**src/rtl/pcileech_gbox_sysctl_if.sv**
```systemverilog
// Board-level system-control signal bundle between the GBOX pins/PCIe core and the sysctl block.
// The master drives the raw board inputs; the slave (sysctl) drives the conditioned outputs.
interface pcileech_gbox_sysctl_if;
  logic       clk_locked;
  logic       power_sw;
  logic       pcie_present;
  logic       pcie_perst_n;
  logic       led_pcie;
  logic       rst;
  logic       pcie_present_s;
  logic       pcie_perst_n_s;
  logic       sw_press;
  logic       sw_longpress;
  logic       pcie_led;
  logic [1:0] state;

  modport master (
    output clk_locked, power_sw, pcie_present, pcie_perst_n, led_pcie,
    input  rst, pcie_present_s, pcie_perst_n_s, sw_press, sw_longpress, pcie_led, state
  );

  modport slave (
    input  clk_locked, power_sw, pcie_present, pcie_perst_n, led_pcie,
    output rst, pcie_present_s, pcie_perst_n_s, sw_press, sw_longpress, pcie_led, state
  );
endinterface

```
**src/rtl/pcileech_gbox_sysctl.sv**
```systemverilog
// GBOX system control: input sync/debounce, rst sequencing, power-switch press decode, PCIe LED.
// Latency: SYNC stages to perst_n_s, SYNC+DEBOUNCE to present/switch; free-running, no backpressure.
module pcileech_gbox_sysctl #(
  parameter int PARAM_SYNC_STAGES       = 2,
  parameter int PARAM_DEBOUNCE_CYCLES   = 625000,
  parameter int PARAM_RST_HOLD_CYCLES   = 64,
  parameter int PARAM_LONGPRESS_CYCLES  = 250000000,
  parameter int PARAM_BLINK_HALF_CYCLES = 31250000
) (
  input logic                   clk,
  input logic                   rst_n,
  pcileech_gbox_sysctl_if.slave sys
);

  localparam int DBW = (PARAM_DEBOUNCE_CYCLES   > 1) ? $clog2(PARAM_DEBOUNCE_CYCLES)   : 1;
  localparam int HW  = (PARAM_RST_HOLD_CYCLES   > 1) ? $clog2(PARAM_RST_HOLD_CYCLES)   : 1;
  localparam int LPW = (PARAM_LONGPRESS_CYCLES  > 1) ? $clog2(PARAM_LONGPRESS_CYCLES)  : 1;
  localparam int BW  = (PARAM_BLINK_HALF_CYCLES > 1) ? $clog2(PARAM_BLINK_HALF_CYCLES) : 1;

  localparam int I_PERST = 0;
  localparam int I_PRES  = 1;
  localparam int I_SW    = 2;
  localparam int I_LOCK  = 3;

  typedef enum logic [1:0] {
    ST_HOLD    = 2'd0,
    ST_RUN     = 2'd1,
    ST_SOFTRST = 2'd2
  } state_t;

  logic [PARAM_SYNC_STAGES-1:0][3:0] sync_q;
  logic [3:0]                        raw;
  logic [3:0]                        synced;

  assign raw    = {sys.clk_locked, sys.power_sw, sys.pcie_present, sys.pcie_perst_n};
  assign synced = sync_q[PARAM_SYNC_STAGES-1];

  always_ff @(posedge clk or negedge rst_n) begin
    if (!rst_n) sync_q <= '0;
    else        sync_q <= {sync_q[PARAM_SYNC_STAGES-2:0], raw};
  end

  // Debounce channels: bit 0 = power switch, bit 1 = card present.
  logic [1:0]     db_in;
  logic [1:0]     db_q;
  logic [1:0]     db_flip;
  logic [DBW-1:0] db_cnt_q [2];

  assign db_in = {synced[I_PRES], synced[I_SW]};

  always_comb begin
    db_flip = '0;
    for (int i = 0; i < 2; i++)
      db_flip[i] = (db_in[i] != db_q[i]) && (db_cnt_q[i] == DBW'(PARAM_DEBOUNCE_CYCLES - 1));
  end

  always_ff @(posedge clk or negedge rst_n) begin
    if (!rst_n) begin
      db_q <= '0;
      for (int i = 0; i < 2; i++) db_cnt_q[i] <= '0;
    end else begin
      for (int i = 0; i < 2; i++) begin
        if (db_in[i] == db_q[i] || db_flip[i]) db_cnt_q[i] <= '0;
        else                                    db_cnt_q[i] <= db_cnt_q[i] + DBW'(1);
        if (db_flip[i]) db_q[i] <= db_in[i];
      end
    end
  end

  logic sw_db;
  logic pres_db;
  assign sw_db   = db_q[0];
  assign pres_db = db_q[1];

  logic [LPW-1:0] press_cnt_q;
  logic           lp_fired_q;
  logic           press_q;
  logic           longpress_q;
  logic           lp_hit;
  logic           sw_fall;

  assign lp_hit  = sw_db && !lp_fired_q && (press_cnt_q == LPW'(PARAM_LONGPRESS_CYCLES - 1));
  assign sw_fall = sw_db && db_flip[0];

  // A release coinciding with the long-press edge counts as a long press only.
  always_ff @(posedge clk or negedge rst_n) begin
    if (!rst_n) begin
      press_cnt_q <= '0;
      lp_fired_q  <= 1'b0;
      press_q     <= 1'b0;
      longpress_q <= 1'b0;
    end else begin
      longpress_q <= lp_hit;
      press_q     <= sw_fall && !lp_fired_q && !lp_hit;
      if (!sw_db) begin
        press_cnt_q <= '0;
        lp_fired_q  <= 1'b0;
      end else begin
        if (press_cnt_q != LPW'(PARAM_LONGPRESS_CYCLES - 1)) press_cnt_q <= press_cnt_q + LPW'(1);
        if (lp_hit) lp_fired_q <= 1'b1;
      end
    end
  end

  state_t        st_q;
  state_t        st_d;
  logic [HW-1:0] hold_cnt_q;
  logic [HW-1:0] hold_cnt_d;
  logic          lock_s;

  assign lock_s = synced[I_LOCK];

  always_ff @(posedge clk or negedge rst_n) begin
    if (!rst_n) begin
      st_q       <= ST_HOLD;
      hold_cnt_q <= '0;
    end else begin
      st_q       <= st_d;
      hold_cnt_q <= hold_cnt_d;
    end
  end

  always_comb begin
    st_d       = st_q;
    hold_cnt_d = '0;
    case (st_q)
      ST_HOLD: begin
        if (lock_s) begin
          if (hold_cnt_q == HW'(PARAM_RST_HOLD_CYCLES - 1)) st_d = ST_RUN;
          else hold_cnt_d = hold_cnt_q + HW'(1);
        end
      end
      ST_RUN: begin
        if (!lock_s)          st_d = ST_HOLD;
        else if (longpress_q) st_d = ST_SOFTRST;
      end
      ST_SOFTRST: st_d = ST_HOLD;
      default:    st_d = ST_HOLD;
    endcase
  end

  logic          blink_mode;
  logic [BW-1:0] blink_cnt_q;
  logic          blink_q;
  logic          led_q;

  assign blink_mode = (st_q == ST_RUN) && !pres_db;

  always_ff @(posedge clk or negedge rst_n) begin
    if (!rst_n) begin
      blink_cnt_q <= '0;
      blink_q     <= 1'b0;
      led_q       <= 1'b0;
    end else begin
      led_q <= sys.led_pcie;
      if (!blink_mode) begin
        blink_cnt_q <= '0;
        blink_q     <= 1'b0;
      end else if (blink_cnt_q == BW'(PARAM_BLINK_HALF_CYCLES - 1)) begin
        blink_cnt_q <= '0;
        blink_q     <= ~blink_q;
      end else begin
        blink_cnt_q <= blink_cnt_q + BW'(1);
      end
    end
  end

  assign sys.rst            = (st_q != ST_RUN);
  assign sys.state          = st_q;
  assign sys.pcie_present_s = pres_db;
  assign sys.pcie_perst_n_s = synced[I_PERST];
  assign sys.sw_press       = press_q;
  assign sys.sw_longpress   = longpress_q;
  assign sys.pcie_led       = (st_q == ST_RUN) && (pres_db ? led_q : blink_q);

endmodule

```
**src/flat_wrapper.sv**
```systemverilog
// flat-port wrapper written by rule: the top's interface ports become plain ports
module pcileech_gbox_sysctl_flat 
#(
  parameter int PARAM_SYNC_STAGES       = 2,
  parameter int PARAM_DEBOUNCE_CYCLES   = 625000,
  parameter int PARAM_RST_HOLD_CYCLES   = 64,
  parameter int PARAM_LONGPRESS_CYCLES  = 250000000,
  parameter int PARAM_BLINK_HALF_CYCLES = 31250000
)
  (clk, rst_n, sys_clk_locked, sys_power_sw, sys_pcie_present, sys_pcie_perst_n, sys_led_pcie, sys_rst, sys_pcie_present_s, sys_pcie_perst_n_s, sys_sw_press, sys_sw_longpress, sys_pcie_led, sys_state);
  pcileech_gbox_sysctl_if sys_i ();
  input logic clk;
  input logic rst_n;
  input wire logic [$bits(sys_i.clk_locked)-1:0] sys_clk_locked;
  input wire logic [$bits(sys_i.power_sw)-1:0] sys_power_sw;
  input wire logic [$bits(sys_i.pcie_present)-1:0] sys_pcie_present;
  input wire logic [$bits(sys_i.pcie_perst_n)-1:0] sys_pcie_perst_n;
  input wire logic [$bits(sys_i.led_pcie)-1:0] sys_led_pcie;
  output wire logic [$bits(sys_i.rst)-1:0] sys_rst;
  output wire logic [$bits(sys_i.pcie_present_s)-1:0] sys_pcie_present_s;
  output wire logic [$bits(sys_i.pcie_perst_n_s)-1:0] sys_pcie_perst_n_s;
  output wire logic [$bits(sys_i.sw_press)-1:0] sys_sw_press;
  output wire logic [$bits(sys_i.sw_longpress)-1:0] sys_sw_longpress;
  output wire logic [$bits(sys_i.pcie_led)-1:0] sys_pcie_led;
  output wire logic [$bits(sys_i.state)-1:0] sys_state;
  assign sys_i.clk_locked = sys_clk_locked;
  assign sys_i.power_sw = sys_power_sw;
  assign sys_i.pcie_present = sys_pcie_present;
  assign sys_i.pcie_perst_n = sys_pcie_perst_n;
  assign sys_i.led_pcie = sys_led_pcie;
  assign sys_rst = sys_i.rst;
  assign sys_pcie_present_s = sys_i.pcie_present_s;
  assign sys_pcie_perst_n_s = sys_i.pcie_perst_n_s;
  assign sys_sw_press = sys_i.sw_press;
  assign sys_sw_longpress = sys_i.sw_longpress;
  assign sys_pcie_led = sys_i.pcie_led;
  assign sys_state = sys_i.state;
  pcileech_gbox_sysctl #(.PARAM_SYNC_STAGES(PARAM_SYNC_STAGES), .PARAM_DEBOUNCE_CYCLES(PARAM_DEBOUNCE_CYCLES), .PARAM_RST_HOLD_CYCLES(PARAM_RST_HOLD_CYCLES), .PARAM_LONGPRESS_CYCLES(PARAM_LONGPRESS_CYCLES), .PARAM_BLINK_HALF_CYCLES(PARAM_BLINK_HALF_CYCLES)) u_core (.clk(clk), .rst_n(rst_n), .sys(sys_i));
endmodule
```
**config.mk**
```make
export PLATFORM = sky130hd
export DESIGN_NAME = pcileech_gbox_sysctl_flat
export DESIGN_NICKNAME = d
export VERILOG_FILES = /design/src/rtl/pcileech_gbox_sysctl_if.sv /design/src/rtl/pcileech_gbox_sysctl.sv /design/src/flat_wrapper.sv
export SDC_FILE = /design/constraint.sdc
export NUM_CORES = 1
export LEC_CHECK = 0
export BUFFER_PORTS_ARGS = -buffer_cell sky130_fd_sc_hd__buf_2
export CAP_MARGIN = 30
export CORE_UTILIZATION = 45
export DETAILED_ROUTE_END_ITERATION = 10
export PLACE_DENSITY = 0.67
export SKIP_LAST_GASP = 1
export SYNTH_ARGS = -nofsm -noshare
export SYNTH_HDL_FRONTEND = slang
export SYNTH_SLANG_ARGS = --single-unit
export TNS_END_PERCENT = 30
```
**constraint.sdc**
```tcl
create_clock -name clk -period 2.1 [get_ports clk]
set_input_delay 0.42 -clock clk [delete_from_list [all_inputs] [get_ports clk]]
set_output_delay 0.42 -clock clk [all_outputs]
set_load 0.03 [all_outputs]
```
==> flow_summary.toml <==
[timing]
period_needed_ps = 1960
finClkSkew_ps = 8.33
clock.fmax_mhz = 511
drv_slew = 0
hold_violations = 0
fin_setup_tns_ps = 0
relSlewSlack_pct = 63.4
post-route-worst-setup-slack_ps = 143
finalSetupViolations = 0
period_share_pct = 93.2
tightest_slew_ps = 545
rsz0062_at_grt = "no"

[logic_synthesis]
synth-seq-cells = 116
synthArstFlopShare_pct = 100
ys_top_cells_by_area = "dfrtp_1 53%, xor2_1 7.9%, nor2_1 6.2%, xnor2_1 5.7%, nand3_1 3.5%"
yosysUniqueCellTypes = 48
synth_seq_area_share_pct = 52.7
synth_flop_cell = "dfrtp_1"
synth.top_cell.area_share_pct = 52.7
yosysTopAreaCell = "dfrtp_1"
synth_area_um2 = 5510
syn_avg_cell_area_um2 = 10.3
yosysWarningCount = 0
synth_edf_count = 0
synth_common_cells = "116 x dfrtp_1, 91 x nor2_1, 50 x xor2_1, 39 x nand2_1, 38 x nand3_1"
syn_inst = 536
synth_nets = 548
synth.most_common_cell = "dfrtp_1"

[setup_path]
cp-start-kind = "register"
crit_slowest_cell = "or4_1"
worstPathMaxFanout = 10
crit_type = "reg2reg"
path_buf_inv = 1
endpoint_kind = "register"
crit_chain = "ha_1 -> nand2_1 -> or4_1 -> nor4_2 -> or2_1 -> buf_4 -> nor2_1"
worstPathRequired_ps = 2400
critPathTopFamily = "simple AND/OR/NAND/NOR gates"
max_stage_delay_ps = 500
worstPathArrival_ps = 2250

[drt]
drtAntennaViolNets = 0
drt-initial-drc-count = 353
wl_per_cell_um = 14.1
m1WireLength_um = 4910
wl_met3_um = 297
highest_layer = "met4"
vias = 3894
first_pass_iters = 6
drc = 0
wirelength_um = 10300
viasPerCell = 5.33
wl_met2_um = 4900

[power]
p_comb_share_pct = 2.0
p_total_mw = 5.39
switching_share_pct = 19.8
power_frac_clock_pct = 55.7
p_switching_mw = 1.07
powerDensity_nw_per_um2 = 835
max-vdd-ir-drop_v = 0.000584
p_leak_nw = 2.71
p_int_mw = 4.32
seq_power_share_pct = 42.3

[clocking]
root_buffer = "clkbuf_16"
cts.sinks = 116
cts_buffers = 17
htree_levels = 4
clk_path_buf_depth = 2
cts_tree = "done"
cts_setup_buffers = 0
clk_pin_slew_ps = 50
clk_latency_ps = 420

[placement]
port-buffer-count = 14
dp_slack_ps = 94.4
place.gp.congestion = 0.835
place_hpwl_um = 6790

[outcome]
status = "finished clean"

[floorplanning]
die_height_um = 113
start_util_pct = 46.1
num_rows = 40
core_um2 = 12000
ios = 15
die_width_um = 113
die_area_um2 = 12700

[global_routing]
grt_pass1_wl_um = 17800
antenna_found_initial = 0
grt_max_degree = 36
grt_use_total_pct = 18.0
grt_pass1_vias = 3851
grt_overflow = 0

[job]
maxCapViolCount = 0

[cells_and_area]
drive_gt1_share_pct = 12.2
fill_cells = 1046
nets = 583
area_growth_pct = 17.2
diodes = 0

[min_path]
hold_path.class = "in2reg"
-- power groups by stage --
stage	logic [mW]	registers (mW)	clock network (mW)
floorplan	0.0402	2.31	0
global placement	0.106	2.31	0
CTS	0.112	2.28	3.06
global route	0.126	2.28	3.16
finish	0.107	2.28	3.00
detailed placement	0.110	2.32	0
-- final cells by class --
cell class / count / area [µm²] / area share [%]
clock buffers: 21 / 460 / 7.13
repair buffers: 29 / 213 / 3.29
inverters: 7 / 26.3 / 0.407
clock inverters: 10 / 155 / 2.40
multi-input cells: 400 / 2520 / 39.0
flip-flops and latches: 116 / 2900 / 45.0
well taps: 147 / 184 / 2.85
-- layout by cell type (no fill, tap or decap), types with 3 or more instances in the layout --
cell type and n:
nor3_1 12, buf_4 13, nor4b_1 6, nand3_1 38, nor2_1 91, and4_1 11, buf_2 13, and3_1 8
inv_1 7, ha_1 5, clkbuf_16 17, nor2b_1 6, clkinv_2 4, nand4_1 29, nor4_1 7, and2_1 18
o21ai_0 3, nand2b_1 3, dfrtp_1 116, mux2_2 3, nand2_1 39, xnor2_1 36, xor2_1 50, bufinv_16 4
-- state kept, by name (all words and copies together) (netlist names) --
name                     flops
u_core.led_q                 1
u_core.lp_fired_q            1
u_core.sys.sw_longpress      1
u_core.sync_q                4
u_core.db_cnt_q             40
u_core.blink_q               1
u_core.db_q                  2
u_core.blink_cnt_q          25
u_core.synced                4
u_core.hold_cnt_q            6
u_core.press_cnt_q          28
u_core.sys.state             2
u_core.sys.sw_press          1
-- final timing paths --
kind | start | endpoint | slack, ps | depth (start not counted)
setup / recovery | u_core.db_cnt_q[20] | u_core.db_cnt_q[35] | 140 | 7
hold / removal | sys_clk_locked | u_core.sync_q[3] | 110 | 1
setup reg to reg | u_core.db_cnt_q[20] | u_core.db_cnt_q[35] | 140 | 7
hold reg to reg | u_core.sync_q[2] | u_core.synced[2] | 350 | 0
max in group asynchronous | rst_n | u_core.db_cnt_q[29] | 840 | 3
min in group asynchronous | rst_n | u_core.blink_cnt_q[5] | 500 | 2
-- cell families after synthesis --
| group | Yosys count | share of synthesized area (%) |
|---|---|---|
| simple gates | 291 | 28.1 |
| xor+xnor | 86 | 13.7 |
| fa+ha+maj | 5 | 1.14 |
| compound gates | 13 | 1.61 |
| flops | 116 | 52.7 |
| mux | 5 | 0.976 |
| buf+inv | 20 | 1.79 |
-- metal layers --
| layer | GRT usage (%) | vias to the layer above |
|---|---|---|
| met2 | 27.9 | 57 |
| met4 | 9.24 | 0 |
| met3 | 4.43 | 15 |
| met5 | 0 | - |
| met1 | 23.5 | 1911 |
| li1 | - | 1911 |
-- timing repair --
| item | 4_1_cts | 5_1_grt |
|---|---|---|
| endpoints found under the hold margin | 30 | 0 |
| hold buffers | 1 | 0 |
| gates resized for setup | 0 | 2 |
| endpoints found under the setup margin | 0 | 16 |
-- stage by stage --
stage / utilization, % / cells / instance area (µm²) / hold slack [ps]
CTS: 53.9 / 730 / 6450 / 91.8
detailed placement: 48.7 / 698 / 5830 / 340
global route: 54.0 / 730 / 6460 / 94.3
global placement: 48.7 / 698 / 5830 / 337
floorplan: - / 536 / 5510 / 124
finish: 54.0 / 730 / 6460 / 108
Power figures use the tool's default switching activity.
